$ cat src/rtl/sprite_pkg.sv
// sprite_pkg: shared types and constants for the sprite frame controller.
//   state_e         - controller FSM states
//   DELAY_MAX_60HZ  - clock cycles per 60 Hz tick at 50 MHz
//   PIX_CNT_W       - pixel counter width (holds up to 32768 pixels)
//   pix_last()      - index of the last pixel for a given width-1/height-1
package sprite_pkg;

  localparam int unsigned DELAY_MAX_60HZ = 833333;
  localparam int unsigned PIX_CNT_W      = 16;
  localparam int unsigned ProdW          = PIX_CNT_W + 1;

  typedef enum logic [2:0] {
    StIdle,
    StDrawPrep,
    StDraw,
    StWait,
    StErasePrep,
    StErase,
    StUpdate
  } state_e;

  // (w+1)*(h+1)-1; computed one bit wider so 256*128 cannot wrap.
  function automatic logic [PIX_CNT_W-1:0] pix_last(input logic [7:0] w, input logic [6:0] h);
    logic [ProdW-1:0] prod;
    prod = (ProdW'(w) + ProdW'(1)) * (ProdW'(h) + ProdW'(1));
    return PIX_CNT_W'(prod - ProdW'(1));
  endfunction

endpackage

$ cat src/rtl/sprite_frame_ctrl_if.sv
// sprite_frame_ctrl_if: control bundle between the frame controller and the
// sprite datapath / VGA adapter.
//   run, width, height                    - requests into the controller
//   enable, enable_fcounter, enable_erase,
//   enable_update, plot, busy             - strobes out of the controller
// master: controller side. slave: datapath/driver side.
interface sprite_frame_ctrl_if;

  logic       run;
  logic [7:0] width;
  logic [6:0] height;
  logic       enable;
  logic       enable_fcounter;
  logic       enable_erase;
  logic       enable_update;
  logic       plot;
  logic       busy;

  modport master (
    input  run, width, height,
    output enable, enable_fcounter, enable_erase, enable_update, plot, busy
  );

  modport slave (
    output run, width, height,
    input  enable, enable_fcounter, enable_erase, enable_update, plot, busy
  );

endinterface

$ cat src/rtl/sprite_frame_ctrl_rate_divider.sv
// rate_divider: paces the WAIT state. Counts DELAY_MAX cycles per tick and
// FRAMES_PER_MOVE ticks per move.
//   clock, reset_n - clock and synchronous active-low reset
//   i_clear        - hold both counters at zero
//   i_en           - advance the counters
//   o_done         - one-cycle pulse on the final counted cycle
module rate_divider
  import sprite_pkg::*;
#(
  parameter int unsigned DELAY_MAX       = DELAY_MAX_60HZ,
  parameter int unsigned FRAMES_PER_MOVE = 4
) (
  input  logic clock,
  input  logic reset_n,
  input  logic i_clear,
  input  logic i_en,
  output logic o_done
);

  localparam int unsigned DelayW = (DELAY_MAX > 1) ? $clog2(DELAY_MAX) : 1;
  localparam int unsigned FrameW = (FRAMES_PER_MOVE > 1) ? $clog2(FRAMES_PER_MOVE) : 1;
  localparam logic [DelayW-1:0] DelayLast = DelayW'(DELAY_MAX - 1);
  localparam logic [FrameW-1:0] FrameLast = FrameW'(FRAMES_PER_MOVE - 1);

  logic [DelayW-1:0] r_delay;
  logic [FrameW-1:0] r_frame;
  logic              w_delay_wrap;
  logic              w_frame_last;

  assign w_delay_wrap = (r_delay == DelayLast);
  assign w_frame_last = (r_frame == FrameLast);
  assign o_done       = i_en && w_delay_wrap && w_frame_last;

  always_ff @(posedge clock) begin
    if (!reset_n || i_clear) begin
      r_delay <= '0;
      r_frame <= '0;
    end else if (i_en) begin
      if (w_delay_wrap) begin
        r_delay <= '0;
        // Frame counter wraps too, so the next WAIT starts from zero.
        r_frame <= w_frame_last ? '0 : r_frame + FrameW'(1);
      end else begin
        r_delay <= r_delay + DelayW'(1);
      end
    end
  end

endmodule

$ cat src/rtl/sprite_frame_ctrl.sv
// sprite_frame_ctrl: sequences one sprite through draw, frame wait, erase and
// position update, driving the sprite datapath enables and the VGA plot strobe.
//   clock, reset_n - clock and synchronous active-low reset
//   io_bus         - control bundle (run/width/height in, strobes out)
// All outputs decode from the registered state only.
module sprite_frame_ctrl
  import sprite_pkg::*;
#(
  parameter int unsigned DELAY_MAX       = DELAY_MAX_60HZ,
  parameter int unsigned FRAMES_PER_MOVE = 4
) (
  input  logic                clock,
  input  logic                reset_n,
  sprite_frame_ctrl_if.master io_bus
);

  state_e               r_state;
  state_e               w_state_next;
  logic [7:0]           r_w_l;
  logic [6:0]           r_h_l;
  logic [PIX_CNT_W-1:0] r_pix_cnt;
  logic [PIX_CNT_W-1:0] w_pix_last;
  logic                 w_pix_done;
  logic                 w_in_wait;
  logic                 w_wait_done;
  logic                 w_pixel_state;

  // Size is taken from the latched copy so mid-pass input changes are ignored.
  assign w_pix_last    = pix_last(r_w_l, r_h_l);
  assign w_pix_done    = (r_pix_cnt == w_pix_last);
  assign w_in_wait     = (r_state == StWait);
  assign w_pixel_state = (r_state == StDraw) || (r_state == StErase);

  rate_divider #(
    .DELAY_MAX      (DELAY_MAX),
    .FRAMES_PER_MOVE(FRAMES_PER_MOVE)
  ) u_rate_divider (
    .clock  (clock),
    .reset_n(reset_n),
    .i_clear(!w_in_wait),
    .i_en   (w_in_wait),
    .o_done (w_wait_done)
  );

  always_ff @(posedge clock) begin
    if (!reset_n) begin
      r_state   <= StIdle;
      r_w_l     <= '0;
      r_h_l     <= '0;
      r_pix_cnt <= '0;
    end else begin
      r_state <= w_state_next;
      if (r_state == StDrawPrep) begin
        r_w_l <= io_bus.width;
        r_h_l <= io_bus.height;
      end
      if (w_pixel_state && !w_pix_done) begin
        r_pix_cnt <= r_pix_cnt + PIX_CNT_W'(1);
      end else begin
        r_pix_cnt <= '0;
      end
    end
  end

  always_comb begin
    w_state_next = r_state;
    unique case (r_state)
      StIdle:      if (io_bus.run) w_state_next = StDrawPrep;
      StDrawPrep:  w_state_next = StDraw;
      StDraw:      if (w_pix_done) w_state_next = StWait;
      StWait:      if (w_wait_done) w_state_next = io_bus.run ? StErasePrep : StIdle;
      StErasePrep: w_state_next = StErase;
      StErase:     if (w_pix_done) w_state_next = StUpdate;
      StUpdate:    w_state_next = StDrawPrep;
      default:     w_state_next = StIdle;
    endcase
  end

  always_comb begin
    io_bus.enable          = 1'b0;
    io_bus.enable_fcounter = 1'b0;
    io_bus.enable_erase    = 1'b0;
    io_bus.enable_update   = 1'b0;
    io_bus.plot            = 1'b0;
    io_bus.busy            = (r_state != StIdle);
    unique case (r_state)
      StIdle:      io_bus.enable_fcounter = 1'b1;
      StDrawPrep:  io_bus.enable_fcounter = 1'b1;
      StDraw: begin
        io_bus.enable = 1'b1;
        io_bus.plot   = 1'b1;
      end
      StWait:      io_bus.enable_fcounter = 1'b1;
      // Erase colour goes black one cycle early so the datapath's registered
      // colour is already black on the first erased pixel.
      StErasePrep: begin
        io_bus.enable_erase    = 1'b1;
        io_bus.enable_fcounter = 1'b1;
      end
      StErase: begin
        io_bus.enable_erase = 1'b1;
        io_bus.enable       = 1'b1;
        io_bus.plot         = 1'b1;
      end
      StUpdate: begin
        io_bus.enable_update   = 1'b1;
        io_bus.enable_fcounter = 1'b1;
      end
      default: begin
        io_bus.enable_fcounter = 1'b1;
        io_bus.busy            = 1'b0;
      end
    endcase
  end

endmodule

$ cat src/flat_wrapper.sv
// flat-port wrapper written by rule: the top's interface ports become plain ports
module sprite_frame_ctrl_flat import sprite_pkg::*;
#(
  parameter int unsigned DELAY_MAX       = DELAY_MAX_60HZ,
  parameter int unsigned FRAMES_PER_MOVE = 4
)
  (clock, reset_n, io_bus_run, io_bus_width, io_bus_height, io_bus_enable, io_bus_enable_fcounter, io_bus_enable_erase, io_bus_enable_update, io_bus_plot, io_bus_busy);
  sprite_frame_ctrl_if io_bus_i ();
  input  logic clock;
  input  logic reset_n;
  input wire logic [$bits(io_bus_i.run)-1:0] io_bus_run;
  input wire logic [$bits(io_bus_i.width)-1:0] io_bus_width;
  input wire logic [$bits(io_bus_i.height)-1:0] io_bus_height;
  output wire logic [$bits(io_bus_i.enable)-1:0] io_bus_enable;
  output wire logic [$bits(io_bus_i.enable_fcounter)-1:0] io_bus_enable_fcounter;
  output wire logic [$bits(io_bus_i.enable_erase)-1:0] io_bus_enable_erase;
  output wire logic [$bits(io_bus_i.enable_update)-1:0] io_bus_enable_update;
  output wire logic [$bits(io_bus_i.plot)-1:0] io_bus_plot;
  output wire logic [$bits(io_bus_i.busy)-1:0] io_bus_busy;
  assign io_bus_i.run = io_bus_run;
  assign io_bus_i.width = io_bus_width;
  assign io_bus_i.height = io_bus_height;
  assign io_bus_enable = io_bus_i.enable;
  assign io_bus_enable_fcounter = io_bus_i.enable_fcounter;
  assign io_bus_enable_erase = io_bus_i.enable_erase;
  assign io_bus_enable_update = io_bus_i.enable_update;
  assign io_bus_plot = io_bus_i.plot;
  assign io_bus_busy = io_bus_i.busy;
  sprite_frame_ctrl #(.DELAY_MAX(DELAY_MAX), .FRAMES_PER_MOVE(FRAMES_PER_MOVE)) u_core (.clock(clock), .reset_n(reset_n), .io_bus(io_bus_i));
endmodule
$ cat config.mk
export PLATFORM = sky130hd
export DESIGN_NAME = sprite_frame_ctrl_flat
export DESIGN_NICKNAME = d
export VERILOG_FILES = /design/src/rtl/sprite_pkg.sv /design/src/rtl/sprite_frame_ctrl_if.sv /design/src/rtl/sprite_frame_ctrl_rate_divider.sv /design/src/rtl/sprite_frame_ctrl.sv /design/src/flat_wrapper.sv
export SDC_FILE = /design/constraint.sdc
export NUM_CORES = 1
export LEC_CHECK = 0
export ABC_CLOCK_PERIOD_IN_PS = 13300
export CAP_MARGIN = 20
export CORE_MARGIN = 10
export CORE_UTILIZATION = 40
export DETAILED_ROUTE_END_ITERATION = 6
export PLACE_DENSITY = 0.64
export SYNTH_ARGS = -nofsm -noshare
export SYNTH_HDL_FRONTEND = slang
export SYNTH_SLANG_ARGS = --single-unit
export TNS_END_PERCENT = 5
$ cat constraint.sdc
create_clock -name clock -period 13.3 [get_ports clock]
set_clock_uncertainty 0.15 [all_clocks]
set_input_delay 1.33 -clock clock [delete_from_list [all_inputs] [get_ports clock]]
set_output_delay 1.33 -clock clock [all_outputs]
set_load 0.005 [all_outputs]
==> results of run 1 <==
==> power by group through the flow <==
stage | registers (mW) | logic [mW] | clock network (mW)
6_report | 0.175 | 0.209 | 0.135
2_1_floorplan | 0.177 | 0.170 | 0
3_3_place_gp | 0.178 | 0.205 | 0
5_1_grt | 0.175 | 0.236 | 0.147
4_1_cts | 0.175 | 0.210 | 0.141
3_5_place_dp | 0.179 | 0.208 | 0
==> per-layer routing <==
layer | vias to the layer above | routed length, µm
li1 | 2075 | -
met5 | - | 0
met1 | 2013 | 5363
met2 | 90 | 5087
met3 | 10 | 422
met4 | 0 | 166
==> worst max path at each step <==
| stage | start | endpoint | slack, ns | cells after the start |
|---|---|---|---|---|
| after floorplan | u_core.r_w_l[0] | u_core.r_pix_cnt[12] | 7.59 | 22 |
| after CTS | u_core.r_w_l[0] | u_core.r_pix_cnt[7] | 6.64 | 19 |
| after global routing | u_core.r_w_l[0] | u_core.r_pix_cnt[3] | 6.08 | 19 |
| after detailed placement | u_core.r_w_l[0] | u_core.r_pix_cnt[7] | 6.67 | 19 |
| after global placement | u_core.r_w_l[0] | u_core.r_pix_cnt[3] | 6.79 | 19 |
| final | u_core.r_w_l[0] | u_core.r_pix_cnt[7] | 6.61 | 19 |
==> layout make-up <==
cell class	count	area, µm²
Tap cell	172	215.2
Inverter	53	198.9
Clock buffer	6	128.9
Sequential cell	56	1121
Clock inverter	2	16.27
Timing Repair Buffer	23	230.2
Multi-Input combinational cell	496	3836
Fill cell	1255	7027
==> synth_stat cells (2+ instances only) <==
library cell  number  area share
a21oi_2            2      0.0033
dfxtp_1           56        0.21
nor4b_1            2      0.0033
a211o_1            2      0.0033
fa_1              47        0.18
nand3b_1           2      0.0028
a41oi_1            2      0.0033
o311ai_1           2      0.0033
nor2b_1            8      0.0095
o21ai_0            5      0.0047
xor2_1            39       0.065
o31ai_1            2      0.0028
o2111ai_1          2      0.0033
nand2b_1          14       0.017
and4_1             3      0.0050
and2_1             9       0.011
nand4_1           10       0.012
xnor2_1           27       0.045
buf_2              2      0.0019
a21oi_1           31       0.029
or3_1              2      0.0024
nor4_1             3      0.0036
ha_1              43        0.10
clkbuf_2           5      0.0047
nand3_1           28       0.027
a21o_1             4      0.0057
nor3_1             4      0.0038
nor2_1            58       0.041
mux2i_1            4      0.0076
clkbuf_1          10      0.0071
buf_6              4      0.0085
and3_1             9       0.011
nand2_1          106       0.075
nor3_2             2      0.0038
o211ai_1           2      0.0028
inv_1             52       0.037
==> cell usage in the layout (no fill, tap or decap), drive strengths merged, types with 3 or more instances in the layout <==
master / n
nor4: 3
xnor2: 27
nand4: 10
fa: 47
nand2b: 14
dfxtp: 56
and2: 9
o21ai: 6
nand3: 28
mux2i: 4
o311ai: 3
nor2b: 8
clkdlybuf4s50: 23
and3: 9
nand2: 106
nor2: 58
clkbuf: 6
o31ai: 3
inv: 52
a21o: 5
a21oi: 33
and4: 3
nor3: 6
ha: 43
xor2: 39
==> cells by family (layout without fill, tap and decap cells) <==
family,Yosys count,count (layout),share of synthesized area
muxes,5,5,0.009713
adders and majority gates,90,90,0.2800
DFF,56,56,0.2123
xor gates and xnor gates,66,66,0.1095
buffers and inverters,75,84,0.06136
AOI/OAI and AO/OA,69,69,0.09003
and+or+nand+nor,266,266,0.2371
==> registers in the layout, indices dropped and copies added (netlist names) <==
signal / count
u_core.r_pix_cnt: 16
u_core.r_h_l: 7
u_core.u_rate_divider.r_delay: 20
u_core.u_rate_divider.r_frame: 2
u_core.r_state: 3
u_core.r_w_l: 8
==> worst max-delay path, stage by stage (launching register included) <==
cell and delay, ns:
dfxtp_1 0.61, ha_1 0.30, nand2_1 0.10, nor2_1 0.12, xor2_1 0.60, nand2_1 0.16, fa_1 0.56, fa_1 0.44
fa_1 0.52, fa_1 0.54, inv_1 0.04, ha_1 0.40, a21oi_2 0.35, a21oi_1 0.07, o311ai_1 0.29, nor4b_1 0.26
nand4_1 0.22, nor3_2 0.26, or3_1 0.46, nor2_1 0.10
==> impl_metrics.py, run 1 <==
metrics = {
    "run_status": {
        "outcome": "finished, final reports clean",
    },
    "min_path": {
        "hold-path-cell-count": 1,
        "worst_hold_path_type": "reg2reg",
        "hp-start": "u_core.u_rate_divider.r_delay[0]",
        "min_to": "u_core.u_rate_divider.r_delay[0]",
    },
    "clock_tree": {
        "cts_buffers": 5,
        "ctsHoldBuffers": 0,
        "htreeDepth": 2,
        "worstSkewPairLatency_ns": 0.30,
        "clk_pin_slew_worst_paths_ns": 0.08,
        "cts_setup_buffers": 0,
        "cts_tree": "done",
        "cts_repair_resize_count": 0,
        "clockBufferDepth": 2,
        "clock-sinks": 56,
        "root_buffer": "clkbuf_16",
    },
    "yosys": {
        "synth_nets": 735,
        "post_synth_num_cell_types": 60,
        "synth-async-reset-ratio": 0,
        "synth-seq-area-share": 0.2123,
        "synth_edf_count": 0,
        "syn_area_mm2": 0.005281,
        "yosys_register_bits": 56,
        "syn_area_per_cell_um2": 8.423,
        "syn_inst": 627,
        "ys_warn_count": 0,
        "synth_flop_cell": "dfxtp_1",
    },
    "grt": {
        "grt_pass1_wl_um": 19090,
        "grt_pass1_vias": 4070,
        "grt_max_degree": 21,
        "met3_usage": 0.02114,
        "overflow": 0,
        "antenna_found_initial": 0,
        "use_met2": 0.1903,
        "use_met1": 0.1721,
        "top_usage_layer": "met2",
        "grt_usage": 0.1240,
    },
    "setup_path": {
        "r2r-start": "u_core.r_w_l[0]",
        "cp.arrival_ns": 6.71,
        "crit_type": "reg2reg",
        "cp_max_fo": 16,
        "end_kind": "flop",
        "r2r_cells": 19,
        "cp.required_ns": 13.32,
        "rrSetupSlack_ns": 6.61,
        "cp-start-kind": "flop",
        "r2r_end": "u_core.r_pix_cnt[7]",
    },
    "pwr": {
        "leakage_nw": 2.156,
        "switching_share": 0.3572,
        "switchingPower_mw": 0.1856,
        "internal_power_mw": 0.3339,
        "power.density_mw_per_mm2": 90.40,
        "irDropWorstVdd_mv": 0.05782,
        "p_comb_frac": 0.403,
        "p_total_mw": 0.5195,
        "pwr-share-seq": 0.336,
        "clock_power_share": 0.260,
    },
    "die": {
        "rows": 41,
        "die_h_um": 134.9,
        "die_w_um": 134.9,
        "initial_core_util": 0.4135,
        "ioPinCount": 24,
        "core_area_mm2": 0.01277,
        "fp.dieArea_mm2": 0.01820,
    },
    "timing": {
        "fin_crit_ns": 6.686,
        "rsz0062_at_grt": "false",
        "setup_violations": 0,
        "finalWorstSetupSlack_ns": 6.614,
        "worst-slew-pin-transition_ns": 0.9003,
        "fmax_ghz": 0.1496,
        "holdWs_ns": 0.3328,
        "finalHoldViolations": 0,
        "maxSlewViolCount": 0,
        "setup_tns_ns": 0,
        "max_slew_margin": 0.3955,
        "post-route-period-util": 0.5027,
    },
    "cells_and_area": {
        "final_cell_count_no_fill": 808,
        "areaGrowthSynthToFinish_pct": 8.813,
        "drive_above_1_share": 0.02987,
        "fin_util": 0.4499,
        "diodes": 0,
        "fin_area_mm2": 0.005747,
        "nNetsFinal": 743,
    },
    "place": {
        "pre_cts_ws_ns": 6.673,
        "numPortBuffers": 23,
        "placed_cells": 800,
        "placed_cell_area_mm2": 0.005602,
        "place_hpwl_um": 8858,
        "place_congestion": 0.8628,
    },
    "routing": {
        "wl_per_cell_um": 13.66,
        "first_iter_violations": 245,
        "via_count": 4188,
        "viasPerCell": 5.183,
        "dr.pass1.iters": 5,
        "drc": 0,
        "totalWireLength_um": 11040,
        "final_antenna_net_count": 0,
    },
    "job": {
        "max_cap_viol_count": 0,
    },
}
No activity file was read; power rests on OpenSTA's default activity.
==> run 2: changes to the inputs <==
Settings changed: ABC_CLOCK_PERIOD_IN_PS 13300 to 5800, PLACE_DENSITY 0.64 to 0.66.
Clock period 13.3 ns to 5.8 ns, I/O delays scaled along.
==> run 2 against run 1 <==
Wire length barely moved. Highest routed layer unchanged. Critical endpoint unchanged. Sequential power grew 130%. Die area unchanged. Sequential cell count stayed put. Global-route usage about the same. Maximum frequency increased by 20%. Register-to-register slack lost 6.4 ns. Combinational power grew to 2.5 times the previous value. Via count grew 2.7%. Clock power rose to 2.6 times the previous value.
==> impl_metrics.py, run 2 (same netlist as run 1, synthesis figures left out) <==
metrics = {
    "timing": {
        "finalWorstSetupSlack_ns": 0.2375,
        "holdWs_ns": 0.3296,
        "fmax_ghz": 0.1798,
        "setup_violations": 0,
        "post-route-period-util": 0.9591,
        "setup_tns_ns": 0,
        "worst-slew-pin-transition_ns": 0.7739,
        "maxSlewViolCount": 0,
        "max_slew_margin": 0.4793,
        "finalHoldViolations": 0,
        "fin_crit_ns": 5.562,
    },
    "die": {
        "rows": 41,
        "fp.dieArea_mm2": 0.01820,
        "die_w_um": 134.9,
        "die_h_um": 134.9,
        "ioPinCount": 24,
        "initial_core_util": 0.4135,
        "core_area_mm2": 0.01277,
    },
    "setup_path": {
        "cp_max_fo": 16,
        "r2r_end": "u_core.r_pix_cnt[7]",
        "r2r_cells": 21,
        "cp.required_ns": 5.84,
        "slowest_delay_ns": 0.54,
        "cp.arrival_ns": 5.60,
        "end_kind": "flop",
        "r2r-start": "u_core.r_w_l[1]",
        "crit_chain": "ha_4 -> nand2_1 -> nor2_1 -> xor2_1 -> buf_4 -> nand2b_1 -> fa_1 -> fa_1 -> fa_1 -> fa_1 -> inv_1 -> ha_2 -> o21ai_1 -> o21bai_2 -> o31ai_4 -> mux2_1 -> a211o_1 -> nor3_2 -> or3_4 -> buf_12 -> nor2_1",
        "cp_slowest_cell": "fa_1",
        "rrSetupSlack_ns": 0.24,
        "cp-start-kind": "flop",
        "crit_type": "reg2reg",
        "crit_top_cell": "fa_1",
    },
    "place": {
        "place_congestion": 0.9156,
        "place_hpwl_um": 9032,
        "pre_cts_ws_ns": 0.1010,
        "numPortBuffers": 23,
    },
    "routing": {
        "drc": 0,
        "final_antenna_net_count": 0,
        "dr.pass1.iters": 5,
        "wl_per_cell_um": 13.33,
        "via_count": 4299,
        "totalWireLength_um": 11040,
        "first_iter_violations": 251,
        "viasPerCell": 5.192,
    },
    "clock_tree": {
        "htreeDepth": 2,
        "root_buffer": "clkbuf_16",
        "cts_buffers": 5,
        "worstSkewPairLatency_ns": 0.30,
        "clock-sinks": 56,
        "clk_pin_slew_worst_paths_ns": 0.07,
        "clockBufferDepth": 2,
        "cts_tree": "done",
    },
    "job": {
        "max_cap_viol_count": 0,
    },
    "min_path": {
        "min_to": "u_core.r_w_l[4]",
        "worst_hold_path_type": "reg2reg",
        "hold-path-cell-count": 2,
        "hp-start": "u_core.r_w_l[4]",
    },
    "pwr": {
        "leakage_nw": 2.285,
        "irDropWorstVdd_mv": 0.1140,
        "p_total_mw": 1.277,
        "power.density_mw_per_mm2": 212.1,
    },
    "cells_and_area": {
        "nFillCells": 1217,
        "drive_above_1_share": 0.09146,
        "reg_top3": "u_core.u_rate_divider.r_delay (20), u_core.r_pix_cnt (16), u_core.r_w_l (8)",
        "diodes": 0,
        "largest-register": "u_core.u_rate_divider.r_delay",
        "fin_util": 0.4713,
        "areaGrowthSynthToFinish_pct": 14.00,
        "final_common_cell": "nand2_1",
        "largest_register_ffs": 20,
        "nNetsFinal": 763,
        "final_cell_mix": "nand2_1 (106), nor2_1 (57), inv_1 (52)",
    },
    "grt": {
        "grt_max_degree": 21,
        "antenna_found_initial": 0,
        "grt_pass1_wl_um": 19350,
        "grt_pass1_vias": 4231,
        "grt_usage": 0.1243,
        "overflow": 0,
    },
    "run_status": {
        "outcome": "finished, final reports clean",
    },
}
## run 2: changes by cell type in the layout (fill, tap and decap cells not counted), moves of 2 or more
cell / change
buf_4: +19
nor4b_2: +2
ha_2: +3
dfxtp_1: -6
a21oi_2: +2
ha_1: -5
nor4b_1: -2
a21oi_1: -2
dfxtp_2: +6
ha_4: +2
## run 2: worst max path at each step
stage                    start              endpoint  slack (ns)  cells after the start
2_1_floorplan  u_core.r_w_l[0]  u_core.r_pix_cnt[12]        0.09                     22
3_3_place_gp   u_core.r_w_l[2]   u_core.r_pix_cnt[3]        0.16                     20
3_5_place_dp   u_core.r_w_l[2]   u_core.r_pix_cnt[7]        0.10                     20
4_1_cts        u_core.r_w_l[2]   u_core.r_pix_cnt[7]        0.08                     20
5_1_grt        u_core.r_w_l[2]   u_core.r_pix_cnt[9]      -0.006                     21
6_report       u_core.r_w_l[1]   u_core.r_pix_cnt[7]        0.24                     21
## run 2: area by class of cell
cell class / instances / area (µm²) / area share
Clock buffer: 6 / 128.9 / 0.02140
Clock inverter: 2 / 38.79 / 0.006442
Inverter: 53 / 198.9 / 0.03304
Multi-Input combinational cell: 496 / 3918 / 0.6507
Sequential cell: 56 / 1129 / 0.1874
Tap cell: 172 / 215.2 / 0.03574
Timing Repair Buffer: 43 / 392.9 / 0.06525
## run 2: report_power, final
part | switching (mW) | internal [mW] | total [mW]
Combinational | 0.283 | 0.246 | 0.529
Sequential | 0.00835 | 0.392 | 0.400
Clock | 0.142 | 0.206 | 0.348
## run 2: per-stage QoR
stage	cells	area, µm²
after floorplan	627	5281
after global placement	819	5757
after detailed placement	819	5757
after CTS	827	5924
after global routing	828	6021
final	828	6021
## run 2: what timing repair did
item                                    CTS  global route
buffers inserted                          0             1
hold buffers                              0             0
gates resized for setup                   0            23
hold endpoints to repair                  0             0
endpoints found under the setup margin    0            18
## run 2: critical path, delay by kind of cell, from the launching register on
family | cells | cell delay, ns
adder cells (fa/ha/maj) | 6 | 2.48
buffers and inverters | 3 | 0.34
AO/OA/AOI/OAI | 4 | 0.85
AND/OR/NAND/NOR | 6 | 0.76
flip-flops | 1 | 0.38
XOR/XNOR | 1 | 0.15
multiplexers | 1 | 0.35
## run 2: per-layer routing
layer  vias to the layer above  track usage  part of all wire  routed length (µm)
met2                        83       0.2023              0.47                5200
met4                         0      0.03386             0.012                 137
met5                         -            0                 0                   0
met3                        15      0.02819             0.046                 513
li1                       2116            -                 -                   -
met1                      2085       0.1609              0.47                5185
